$ cat src/rtl/reg_file.sv
// SID-compatible register bank behind the SPI slave.
// Holds voice, filter and volume registers, emits per-voice gate-edge pulses
// and multiplexes the oscillator-3 / envelope-3 values onto the read path.
module reg_file #(
    parameter int NUM_VOICES = 3,
    parameter int ADDR_W     = 7
) (
    input  logic                      clk_i,
    input  logic                      rst_i,
    input  logic [ADDR_W-1:0]         reg_addr_i,
    input  logic [7:0]                reg_wdata_i,
    input  logic                      reg_we_i,
    output logic [7:0]                reg_rdata_o,
    input  logic [7:0]                osc3_i,
    input  logic [7:0]                env3_i,
    output logic [16*NUM_VOICES-1:0]  voice_freq_o,
    output logic [12*NUM_VOICES-1:0]  voice_pw_o,
    output logic [8*NUM_VOICES-1:0]   voice_ctrl_o,
    output logic [8*NUM_VOICES-1:0]   voice_ad_o,
    output logic [8*NUM_VOICES-1:0]   voice_sr_o,
    output logic [10:0]               filt_fc_o,
    output logic [7:0]                filt_res_o,
    output logic [7:0]                mode_vol_o,
    output logic [NUM_VOICES-1:0]     gate_rise_o,
    output logic [NUM_VOICES-1:0]     gate_fall_o
);

    localparam logic [ADDR_W-1:0] ADDR_FC_LO    = ADDR_W'(8'h15);
    localparam logic [ADDR_W-1:0] ADDR_FC_HI    = ADDR_W'(8'h16);
    localparam logic [ADDR_W-1:0] ADDR_RES_FILT = ADDR_W'(8'h17);
    localparam logic [ADDR_W-1:0] ADDR_MODE_VOL = ADDR_W'(8'h18);
    localparam logic [ADDR_W-1:0] ADDR_OSC3     = ADDR_W'(8'h1B);
    localparam logic [ADDR_W-1:0] ADDR_ENV3     = ADDR_W'(8'h1C);

    logic              we_q;
    logic              wr_pend_q;
    logic [ADDR_W-1:0] wr_addr_q;
    logic [7:0]        wr_data_q;
    logic              we_rise;

    logic [7:0] freq_lo_q [NUM_VOICES];
    logic [7:0] freq_hi_q [NUM_VOICES];
    logic [7:0] pw_lo_q   [NUM_VOICES];
    logic [3:0] pw_hi_q   [NUM_VOICES];
    logic [7:0] ctrl_q    [NUM_VOICES];
    logic [7:0] ad_q      [NUM_VOICES];
    logic [7:0] sr_q      [NUM_VOICES];
    logic [2:0] fc_lo_q;
    logic [7:0] fc_hi_q;
    logic [7:0] res_q;
    logic [7:0] mode_vol_q;
    logic [NUM_VOICES-1:0] gate_rise_q;
    logic [NUM_VOICES-1:0] gate_fall_q;
    logic [7:0] rdata_d;
    logic [7:0] rdata_q;

    assign we_rise = reg_we_i & ~we_q;

    // Detect the strobe's rising edge and latch the address/data to commit.
    always_ff @(posedge clk_i) begin
        // NOTE: sequential state uses non-blocking assignments only, so every
        // register sees the pre-edge values of the others.
        if (rst_i) begin
            // NOTE: we_q follows the strobe even in reset, so a strobe held
            // across reset release is not mistaken for a fresh edge.
            we_q      <= reg_we_i;
            wr_pend_q <= 1'b0;
            wr_addr_q <= '0;
            wr_data_q <= '0;
        end else begin
            we_q      <= reg_we_i;
            wr_pend_q <= we_rise;
            if (we_rise) begin
                wr_addr_q <= reg_addr_i;
                wr_data_q <= reg_wdata_i;
            end
        end
    end

    // Commit the pending write into the register bank and flag gate edges.
    always_ff @(posedge clk_i) begin
        if (rst_i) begin
            // NOTE: the register arrays are small and drive live datapaths,
            // so every entry is explicitly cleared rather than left unknown.
            for (int v = 0; v < NUM_VOICES; v++) begin
                freq_lo_q[v] <= '0;
                freq_hi_q[v] <= '0;
                pw_lo_q[v]   <= '0;
                pw_hi_q[v]   <= '0;
                ctrl_q[v]    <= '0;
                ad_q[v]      <= '0;
                sr_q[v]      <= '0;
            end
            fc_lo_q     <= '0;
            fc_hi_q     <= '0;
            res_q       <= '0;
            mode_vol_q  <= '0;
            gate_rise_q <= '0;
            gate_fall_q <= '0;
        end else begin
            gate_rise_q <= '0;
            gate_fall_q <= '0;
            if (wr_pend_q) begin
                for (int v = 0; v < NUM_VOICES; v++) begin
                    if (wr_addr_q == ADDR_W'(7 * v + 0)) freq_lo_q[v] <= wr_data_q;
                    if (wr_addr_q == ADDR_W'(7 * v + 1)) freq_hi_q[v] <= wr_data_q;
                    if (wr_addr_q == ADDR_W'(7 * v + 2)) pw_lo_q[v]   <= wr_data_q;
                    if (wr_addr_q == ADDR_W'(7 * v + 3)) pw_hi_q[v]   <= wr_data_q[3:0];
                    if (wr_addr_q == ADDR_W'(7 * v + 4)) begin
                        ctrl_q[v]      <= wr_data_q;
                        gate_rise_q[v] <= wr_data_q[0] & ~ctrl_q[v][0];
                        gate_fall_q[v] <= ~wr_data_q[0] & ctrl_q[v][0];
                    end
                    if (wr_addr_q == ADDR_W'(7 * v + 5)) ad_q[v]      <= wr_data_q;
                    if (wr_addr_q == ADDR_W'(7 * v + 6)) sr_q[v]      <= wr_data_q;
                end
                case (wr_addr_q)
                    ADDR_FC_LO:    fc_lo_q    <= wr_data_q[2:0];
                    ADDR_FC_HI:    fc_hi_q    <= wr_data_q;
                    ADDR_RES_FILT: res_q      <= wr_data_q;
                    ADDR_MODE_VOL: mode_vol_q <= wr_data_q;
                    default:       ;
                endcase
            end
        end
    end

    // Select the read value for the currently presented address.
    always_comb begin
        // NOTE: default first so no path through the decode infers a latch.
        rdata_d = '0;
        for (int v = 0; v < NUM_VOICES; v++) begin
            if (reg_addr_i == ADDR_W'(7 * v + 0)) rdata_d = freq_lo_q[v];
            if (reg_addr_i == ADDR_W'(7 * v + 1)) rdata_d = freq_hi_q[v];
            if (reg_addr_i == ADDR_W'(7 * v + 2)) rdata_d = pw_lo_q[v];
            if (reg_addr_i == ADDR_W'(7 * v + 3)) rdata_d = {4'b0000, pw_hi_q[v]};
            if (reg_addr_i == ADDR_W'(7 * v + 4)) rdata_d = ctrl_q[v];
            if (reg_addr_i == ADDR_W'(7 * v + 5)) rdata_d = ad_q[v];
            if (reg_addr_i == ADDR_W'(7 * v + 6)) rdata_d = sr_q[v];
        end
        case (reg_addr_i)
            ADDR_FC_LO:    rdata_d = {5'b00000, fc_lo_q};
            ADDR_FC_HI:    rdata_d = fc_hi_q;
            ADDR_RES_FILT: rdata_d = res_q;
            ADDR_MODE_VOL: rdata_d = mode_vol_q;
            ADDR_OSC3:     rdata_d = osc3_i;
            ADDR_ENV3:     rdata_d = env3_i;
            default:       ;
        endcase
    end

    // Register the read data toward the SPI slave.
    always_ff @(posedge clk_i) begin
        if (rst_i) rdata_q <= '0;
        else       rdata_q <= rdata_d;
    end

    for (genvar v = 0; v < NUM_VOICES; v++) begin : g_voice_out
        assign voice_freq_o[16*v +: 16] = {freq_hi_q[v], freq_lo_q[v]};
        assign voice_pw_o[12*v +: 12]   = {pw_hi_q[v], pw_lo_q[v]};
        assign voice_ctrl_o[8*v +: 8]   = ctrl_q[v];
        assign voice_ad_o[8*v +: 8]     = ad_q[v];
        assign voice_sr_o[8*v +: 8]     = sr_q[v];
    end

    assign filt_fc_o   = {fc_hi_q, fc_lo_q};
    assign filt_res_o  = res_q;
    assign mode_vol_o  = mode_vol_q;
    assign gate_rise_o = gate_rise_q;
    assign gate_fall_o = gate_fall_q;
    assign reg_rdata_o = rdata_q;

endmodule

$ cat config.mk
export PLATFORM = sky130hd
export DESIGN_NAME = reg_file
export DESIGN_NICKNAME = d
export VERILOG_FILES = /design/src/rtl/reg_file.sv
export SDC_FILE = /design/constraint.sdc
export NUM_CORES = 1
export LEC_CHECK = 0
export CAP_MARGIN = 20
export CORE_MARGIN = 5
export CORE_UTILIZATION = 30
export CTS_CLUSTER_DIAMETER = 50
export DETAILED_ROUTE_END_ITERATION = 12
export SETUP_SLACK_MARGIN = 0.15
export SLEW_MARGIN = 20
export SYNTH_ARGS = -nofsm -noshare
export SYNTH_HDL_FRONTEND = slang
export SYNTH_SLANG_ARGS = --single-unit
$ cat constraint.sdc
create_clock -name clk_i -period 2.8 [get_ports clk_i]
set_input_delay 0.42 -clock clk_i [delete_from_list [all_inputs] [get_ports clk_i]]
set_output_delay 0.42 -clock clk_i [all_outputs]
set_load 0.03 [all_outputs]
==> results.yml <==
status:
  status: "finished, final reports clean"
drt:
  drt_iter0_drc: 823
  drt_wl_total_um: 42900
  drc: 0
  vias: 8664
  wire_per_inst_um: 26.7
  drtPass1Iterations: 5
  viasPerCell: 5.39
  ant_nets: 0
placed_design:
  place_inst: 1556
  place_congestion: 0.919
  port_buffers: 230
  dpl.hpwl_um: 33800
floorplan:
  core-area_sq_mm: 0.0323
  start_util_pct: 30.2
  die_y_um: 190
  ios: 231
  die-area_sq_mm: 0.0362
  rows: 66
  dieWidth_um: 190
setup_path:
  reg2regPathDepth: 6
  reg2reg_from: "wr_addr_q[6]$_SDFFE_PP0P_"
  worstPathCellList: "or4b_4, nor2_2, nand3b_1, o21ai_0, o21ai_1, nor2_1"
  cp_slowest_cell: "or4b_4"
  crit_family: "simple AND/OR/NAND/NOR gates"
  r2r_slack_ns: 0.29
  crit_cells: 6
  cp.required_ns: 3.15
  critPathCaptureType: "register"
  start_kind: "register"
  slowest_delay_ns: 0.67
  critPathMaxFanout: 11
  worst-setup-path-type: "register to register"
  cp.buffers_inverters: 0
  critPathLaunch: "wr_addr_q[6]$_SDFFE_PP0P_"
  timing.rr.end: "pw_lo_q[0][22]$_DFFE_PP_"
  crit_path_end: "pw_lo_q[0][22]$_DFFE_PP_"
  cp_data_arrival_time_ns: 2.87
sta:
  final_hold_viol_count: 0
  fmax_ghz: 0.398
  layout_min_cycle_time_ns: 2.51
  maxSlewViolCount: 0
  slew_headroom_pct: 47.9
  skew_ns: 0.0172
  rsz0062_at_grt: "no"
  setup_violations: 0
  finalCritPeriodShare_pct: 89.7
  timing.setup.tns_ns: 0
  worst_pin_slew_ns: 0.777
global_route:
  grt_usage_pct: 22.7
  use_met1_pct: 28.9
  overflow: 0
  antenna_found_initial: 1
  grt_pass1_wl_um: 60400
  grt_max_degree: 47
  grt_most_used_layer: "met2"
  first_global_vias: 8697
  grt.met3_usage_pct: 4.38
  grtUsageMet2_pct: 38.6
layout:
  fill_cells: 3076
  final_cell_mix: "227 x clkdlybuf4s50_1, 156 x edfxtp_1, 85 x nor2_1"
  fin_nets: 1177
  diodes: 0
  register_area_sq_mm: 0.00585
  area_delta_synth_final_pct: 42.0
  drive_gt1_share_pct: 13.0
  mostFrequentLayoutCell: "clkdlybuf4s50_1"
  multiInputGateArea_sq_mm: 0.00357
  final-instance-count-excl-fill: 1606
logic_synthesis:
  syn-cell-area_sq_mm: 0.00975
  yosysUniqueCellTypes: 71
  synth_cells: 867
  synth-adder-area-share_pct: 0
  synthXorXnorAreaFrac_pct: 0
  syn_avg_cell_area_sq_um: 11.2
  synthMuxAreaShare_pct: 6.03
  ys_seq_elements: 214
  synth_top_family_by_area: "simple AND/OR/NAND/NOR gates"
  yosysWarnings: 0
  yosysSeqAreaShare_pct: 60.0
  ys_async_sr_fraction_pct: 0
  synth_compound_area_share_pct: 13.1
  synth_edf_count: 156
  synth_nets: 901
  post_synth_and_or_nand_nor_area_fraction_pct: 17.5
  synth_top_flop_cell: "edfxtp_1"
clocking:
  cts_made_buffers: 27
  cts_max_level: 1
  cts_tree: "yes"
  path_clk_slew_ns: 0.06
  cts_root_buf: "clkbuf_16"
  clock-sinks: 214
  cts_setup_buffers: 0
  hold_buffers: 0
  cts_resized: 0
  worstSkewPairLatency_ns: 0.55
  clk_path_buf_depth: 3
pwr:
  power_leakage_uw: 0.00493
  peakVddDrop_uv: 402
  power.density_mw_per_mm2: 582
worst_hold_path:
  worstHoldPathType: "input port to register"
job:
  cap_violations: 0
## registers in the layout (all words and copies together), names as in the netlist
signal and cells:
ad_q 24, ctrl_q 24, freq_hi_q 24, freq_lo_q 24, pw_lo_q 24, sr_q 24
pw_hi_q 12, fc_hi_q 8, filt_res_o 8, mode_vol_o 8, reg_rdata_o 8, wr_data_q 8
wr_addr_q 7, fc_lo_q 3, gate_fall_o 3, gate_rise_o 3, we_q 1, wr_pend_q 1
## cell usage after synthesis (all sizes together) (3+ instances only)
master / number / area (sq um)
nor4b: 6 / 82.6
mux2: 14 / 158
edfxtp: 156 / 4680
inv: 17 / 63.8
a32oi: 4 / 35.0
mux4: 4 / 90.1
o21ai: 46 / 238
nor3: 10 / 61.3
o22ai: 12 / 75.1
o211ai: 5 / 37.5
a221oi: 8 / 70.1
buf: 30 / 176
a21o: 4 / 30.0
nand3: 35 / 175
nand2b: 6 / 37.5
a22o: 3 / 26.3
o221ai: 7 / 61.3
dfxtp: 58 / 1160
nand4: 5 / 31.3
nor4: 18 / 128
a21oi: 58 / 290
o31a: 3 / 26.3
o31ai: 11 / 92.6
a22oi: 10 / 75.1
mux2i: 34 / 340
a2bb2oi: 3 / 26.3
nor2b: 9 / 56.3
nand2: 82 / 308
and2: 38 / 238
nand3b: 4 / 30.0
clkbuf: 24 / 90.1
nor2: 88 / 343
a31oi: 7 / 43.8
nor3b: 3 / 22.5
and3: 15 / 93.8
## worst min path at each step
stage                                    from                         to  cells after the start
floorplan           wr_data_q[0]$_SDFFE_PP0P_  gate_fall_o[1]$_SDFF_PN0_                      1
global placement    wr_addr_q[5]$_SDFFE_PP0P_  wr_addr_q[5]$_SDFFE_PP0P_                      2
detailed placement  wr_addr_q[6]$_SDFFE_PP0P_  wr_addr_q[6]$_SDFFE_PP0P_                      2
CTS                                     rst_i  wr_data_q[7]$_SDFFE_PP0P_                      2
global route                            rst_i  wr_data_q[7]$_SDFFE_PP0P_                      2
finish                                  rst_i  wr_data_q[7]$_SDFFE_PP0P_                      2
## routing by layer
| layer | share of wire [%] | up-vias |
|---|---|---|
| met2 | 48 | 459 |
| li1 | - | 3804 |
| met5 | 0.030 | - |
| met1 | 40 | 4310 |
| met3 | 8.2 | 89 |
| met4 | 4.0 | 2 |
## kinds of logic after synthesis
group,Yosys count
simple gates,330
buf+inv,73
mux,52
flops,214
compound gates,198
## through the flow
| step | utilization (%) | hold slack (ns) | total power [uW] | cell area [sq um] | setup WS [ns] |
|---|---|---|---|---|---|
| after floorplan | - | 0.421 | 4100 | 9750 | 0.602 |
| after global placement | 40.1 | 0.472 | 4610 | 12900 | 0.0349 |
| after detailed placement | 40.1 | 0.482 | 4610 | 12900 | 0.0241 |
| after CTS | 42.9 | 0.269 | 8090 | 13800 | 0.314 |
| after global routing | 42.9 | 0.296 | 8280 | 13800 | 0.169 |
| final | 42.9 | 0.288 | 8060 | 13800 | 0.287 |
## final cells by class
type                    count  share of cell area, %
clock buffers              34                   5.14
inverters                  19                  0.515
flip-flops and latches    214                   42.2
clock inverters            16                   1.37
multi-input cells         580                   25.8
repair buffers            301                   20.9
well taps                 442                   3.99
## power breakdown
| group | internal, uW | switching [uW] | total, uW |
|---|---|---|---|
| Clock | 2040 | 1460 | 3510 |
| Sequential | 3500 | 114 | 3610 |
| Combinational | 345 | 592 | 938 |
## worst register-to-register path, stage by stage (launching register included)
cell	delay (ns)
dfxtp_1	0.33
or4b_4	0.67
nor2_2	0.24
nand3b_1	0.24
o21ai_0	0.22
o21ai_1	0.29
nor2_1	0.33
(Power assumes the default switching activity.)
